**config.mk**
```make
export PLATFORM = sky130hd
export DESIGN_NAME = prime_checker_seq
export DESIGN_NICKNAME = d
export VERILOG_FILES = /design/src/rtl/prime_checker_seq.sv
export SDC_FILE = /design/constraint.sdc
export NUM_CORES = 2
export LEC_CHECK = 0
export BUFFER_PORTS_ARGS = -buffer_cell sky130_fd_sc_hd__buf_4
export CAP_MARGIN = 5
export CORE_ASPECT_RATIO = 0.75
export CORE_MARGIN = 1
export CORE_UTILIZATION = 57
export DETAILED_ROUTE_END_ITERATION = 8
export HOLD_SLACK_MARGIN = 0.03
export PLACE_DENSITY = 0.79
export RECOVER_POWER = 50
export SYNTH_ARGS = -nofsm -noshare
export SYNTH_HDL_FRONTEND = slang
export SYNTH_SLANG_ARGS = --single-unit
```
**constraint.sdc**
```tcl
create_clock -name clk -period 81.7 [get_ports clk]
set_clock_uncertainty 0.1 [all_clocks]
set_input_delay 12.255 -clock clk [delete_from_list [all_inputs] [get_ports clk]]
set_output_delay 12.255 -clock clk [all_outputs]
set_load 0.03 [all_outputs]
```
**src/rtl/prime_checker_seq.sv**
```systemverilog
// Sequential trial-division primality tester: one divisor per clock, smallest
// divisor (>=2) reported alongside the prime/composite verdict.
module prime_checker_seq #(
    parameter int WIDTH = 32
) (
    input  logic             clk,
    input  logic             rst,
    input  logic             start,
    input  logic [WIDTH-1:0] N,
    input  logic             abort,
    output logic             busy,
    output logic             done,
    output logic             is_prime,
    output logic [WIDTH-1:0] factor
);

    // Handshake: start is accepted on any rising edge where busy=0 (state IDLE);
    // N is captured on that same edge only. busy=1 means start is ignored.
    // done is a one-cycle pulse; is_prime/factor hold until the next publish.

    typedef enum logic {
        IDLE  = 1'b0,
        CHECK = 1'b1
    } state_t;

    state_t           state_q, state_d;
    logic [WIDTH-1:0] n_q, n_d;
    logic [WIDTH-1:0] d_q, d_d;
    logic             done_d;
    logic             is_prime_d;
    logic [WIDTH-1:0] factor_d;

    logic [2*WIDTH-1:0] d_sq;
    logic [2*WIDTH-1:0] n_wide;
    logic [WIDTH-1:0]   rem;
    logic               n_small;
    logic               sq_exceeds;
    logic               divides;

    // Square at double width so d*d never overflows; d is never 0 (starts at 2).
    assign d_sq       = {{WIDTH{1'b0}}, d_q} * {{WIDTH{1'b0}}, d_q};
    assign n_wide     = {{WIDTH{1'b0}}, n_q};
    assign rem        = n_q % d_q;
    assign n_small    = (n_q < WIDTH'(2));
    assign sq_exceeds = (d_sq > n_wide);
    assign divides    = (rem == '0);

    always_ff @(posedge clk or posedge rst) begin
        if (rst) begin
            state_q  <= IDLE;
            n_q      <= '0;
            d_q      <= WIDTH'(2);
            done     <= 1'b0;
            is_prime <= 1'b0;
            factor   <= '0;
        end else begin
            state_q  <= state_d;
            n_q      <= n_d;
            d_q      <= d_d;
            done     <= done_d;
            is_prime <= is_prime_d;
            factor   <= factor_d;
        end
    end

    always_comb begin
        state_d    = state_q;
        n_d        = n_q;
        d_d        = d_q;
        done_d     = 1'b0;
        is_prime_d = is_prime;
        factor_d   = factor;

        unique case (state_q)
            IDLE: begin
                // abort is a no-op here, so a simultaneous start still wins
                if (start) begin
                    n_d     = N;
                    d_d     = WIDTH'(2);
                    state_d = CHECK;
                end
            end
            CHECK: begin
                if (abort) begin
                    state_d = IDLE;
                end else if (n_small) begin
                    is_prime_d = 1'b0;
                    factor_d   = '0;
                    done_d     = 1'b1;
                    state_d    = IDLE;
                end else if (sq_exceeds) begin
                    is_prime_d = 1'b1;
                    factor_d   = n_q;
                    done_d     = 1'b1;
                    state_d    = IDLE;
                end else if (divides) begin
                    is_prime_d = 1'b0;
                    factor_d   = d_q;
                    done_d     = 1'b1;
                    state_d    = IDLE;
                end else begin
                    // sq_exceeds fires before d can reach 2^WIDTH, so no wrap
                    d_d = d_q + WIDTH'(1);
                end
            end
            default: state_d = IDLE;
        endcase
    end

    assign busy = (state_q == CHECK);

endmodule

```
==> flow_metrics.tcl <==
set metrics [dict create \
    num_rows 107 \
    fillers 9858 \
    violations "DRC, capacitance limit, slew limit" \
    yosys_warnings 0 \
    max-clock-path-buffers 2 \
    layout-drive-gt1-share 0.105 \
    wl_per_cell_um 28.4 \
    wirelength_mm 300 \
    dp_cells 10500 \
    start_kind "flip-flop" \
    grt_max_degree 69 \
    synth_top_area_cell "fa_1" \
    synth_cell_types 93 \
    synthesis.nets 10300 \
    hpwl_mm 245 \
    syn_area_mm2 0.0661 \
    final_cells 10500 \
    synth.area.top_cells "fa_1 25%, ha_1 16%, inv_1 6.3%" \
    gp_congestion 1.14 \
    cts-root-buf "clkbuf_16" \
    cts_tree "done" \
    status "finished, violations left" \
    path_class "flip-flop to flip-flop" \
    worst_slew_pin_slew_ns 2.86 \
    hold_viol_final 0 \
    grt.overflow.total 0 \
    critPathCaptureType "flip-flop" \
    setup_viol 0 \
    max_freq_ghz 0.0127 \
    drcViolationCount 22 \
    synth_edf_count 0 \
    cp_max_fo 35 \
    vias 71700 \
    worstHoldPathType "flip-flop to flip-flop" \
    period_share 0.966 \
    cts-htree-levels 3 \
    grt_usage 0.495 \
    syn_inst 8603 \
    drtAntennaViolNets 0 \
    async_flop_share 1.00 \
    finalCoreUtilization 0.636 \
    slew_viol_final 167 \
    fin_nets 10700 \
    initial_core_util 0.578 \
    antenna_found_initial 19 \
    grt_pass1_vias 69100 \
    cp_slowest_cell "a2111oi_0" \
    seq_area_frac_synth 0.0375 \
    portBuffers 70 \
    maxCapViolations 3 \
    drt_iter0_markers 11000 \
    dominantRegCellSynth "dfrtp_1" \
    placed_cell_area_mm2 0.0723 \
    crit_required_ns 81.85 \
    synth_top_area_share 0.246 \
    cts-hold-fix-buffers 0 \
    synth_common_cells "1,102 x inv_1, 921 x nand2_1, 848 x nor2_1" \
    yosysMostFrequentCell "inv_1" \
    clk_latency_ns 0.37 \
    dr.pass1.iters 9 \
    path_common_cell "ha_1" \
    avgSynthCellArea_um2 7.69 \
    pin_count 71 \
    min_period_ns 78.94 \
    cts_buffers 9 \
    clk_pin_slew_worst_paths_ns 0.09 \
    setup_ws_ns 2.76 \
    die_w_um 395 \
    place_ws_ns 0.357 \
    cts_sinks 99 \
    dieArea_mm2 0.117 \
    grt_first_pass_wirelength_mm 437 \
    core_area_mm2 0.114 \
    slowest_delay_ns 0.83 \
    slew_headroom -0.905 \
    via_per_inst 6.80 \
    fin_area_mm2 0.0727 \
    area_growth_pct 10.0 \
    crit_arrival_ns 79.09 \
    ys_ff_latch 99 \
    die_h_um 297 \
]
-- repair_timing --
action | in CTS | in global routing
setup endpoints to repair | 0 | 67
gates resized for setup | 0 | 38
setup buffers | 0 | 3
-- final timing paths --
check	start	to	slack, ns	depth (start not counted)
worst max-delay path	d_q[30]$_DFFE_PP0P_	factor[22]$_DFFE_PP0P_	2.76	279
worst min-delay path	n_q[11]$_DFFE_PP0P_	factor[11]$_DFFE_PP0P_	0.52	2
worst max register to register	d_q[30]$_DFFE_PP0P_	factor[22]$_DFFE_PP0P_	2.76	279
worst min register to register	n_q[11]$_DFFE_PP0P_	factor[11]$_DFFE_PP0P_	0.52	2
max in group asynchronous	rst	d_q[11]$_DFFE_PP0P_	65.61	3
min in group asynchronous	rst	n_q[1]$_DFFE_PP0P_	12.54	2
-- final cells by class --
type	instances	area, um2	share of cell area
antenna	9	22.5	0.000310
clock buffer	9	225	0.00310
clock inverter	7	88.8	0.00122
inverter	1114	4180	0.0575
multi-input combinational	7069	58500	0.804
sequential	99	2480	0.0341
tap	1526	1910	0.0262
timing repair buffer	704	5360	0.0736
-- cell families (layout without fill, tap and decap cells) --
| logic type | after synthesis | in the layout | synth area share |
|---|---|---|---|
| AOI/OAI and AO/OA | 2204 | 2205 | 0.221 |
| xor gates and xnor gates | 420 | 420 | 0.0556 |
| adders and majority gates | 1645 | 1645 | 0.403 |
| buffers and inverters | 1436 | 1834 | 0.0820 |
| DFF | 99 | 99 | 0.0375 |
| muxes | 91 | 91 | 0.0148 |
| other | 0 | 9 | 0 |
| and+or+nand+nor | 2708 | 2708 | 0.186 |
-- state kept, by name, indices dropped and copies added, names as in the netlist --
signal and count:
n_q 32, busy 1, is_prime 1, factor 32
done 1, d_q 32
-- cell usage in the layout (no fill, tap or decap), types with 25 or more instances in the layout --
master     netlist  layout
o211ai_1        91      91
a2111oi_0       31      28
a21boi_0        43      41
nor3_1         185     182
xor2_1         182     182
a211oi_1        74      72
a31oi_1         82      82
ha_1           834     834
nor4_1          70      66
a21oi_1        573     566
and2_1          37      36
or4_1           25      25
o21a_1         153     152
o2111ai_1       32      30
o31ai_1         55      50
buf_4            0     678
nand4_1         86      86
nor2b_1         37      37
dfrtp_1         98      98
o221ai_1        37      36
a211o_1         45      45
nand3_1        153     153
xnor2_1        238     238
or3_1           83      83
o21ai_0        407     400
fa_1           811     811
or2_2           66      66
nand2b_1        63      62
mux2i_1         38      38
o31a_1          27      26
mux2_2          47      47
nand2_1        921     920
o22ai_1         49      49
inv_1         1102    1089
a21o_1         188     187
o21bai_1        57      57
and3_1          53      53
nor2_1         848     845
-- per-layer routing --
layer / up-vias / GRT usage / share of wire
met1: 33900 / 0.684 / 0.39
met3: 1228 / 0.208 / 0.18
li1: 30600 / - / -
met2: 5940 / 0.656 / 0.38
met5: - / 0 / 0.00049
met4: 22 / 0.240 / 0.061
-- stage by stage --
step                hold WS [ns]  setup TNS, ns
floorplan                  0.428              0
global placement           0.482              0
detailed placement         0.516              0
CTS                        0.515              0
global route               0.560         -0.426
finish                     0.518              0
-- critical path, delay by kind of cell, from the launching register on --
| family | cells | cell delay, ns |
|---|---|---|
| adders and majority gates | 31 | 9.78 |
| buffers and inverters | 30 | 5.74 |
| and+or+nand+nor | 72 | 19.29 |
| muxes | 6 | 2.77 |
| AOI/OAI and AO/OA | 140 | 40.17 |
| DFF | 1 | 0.74 |
Power is left out: the tool's default activity adds up to more than one toggle a clock period on the data nets, which glitch-free logic cannot reach.
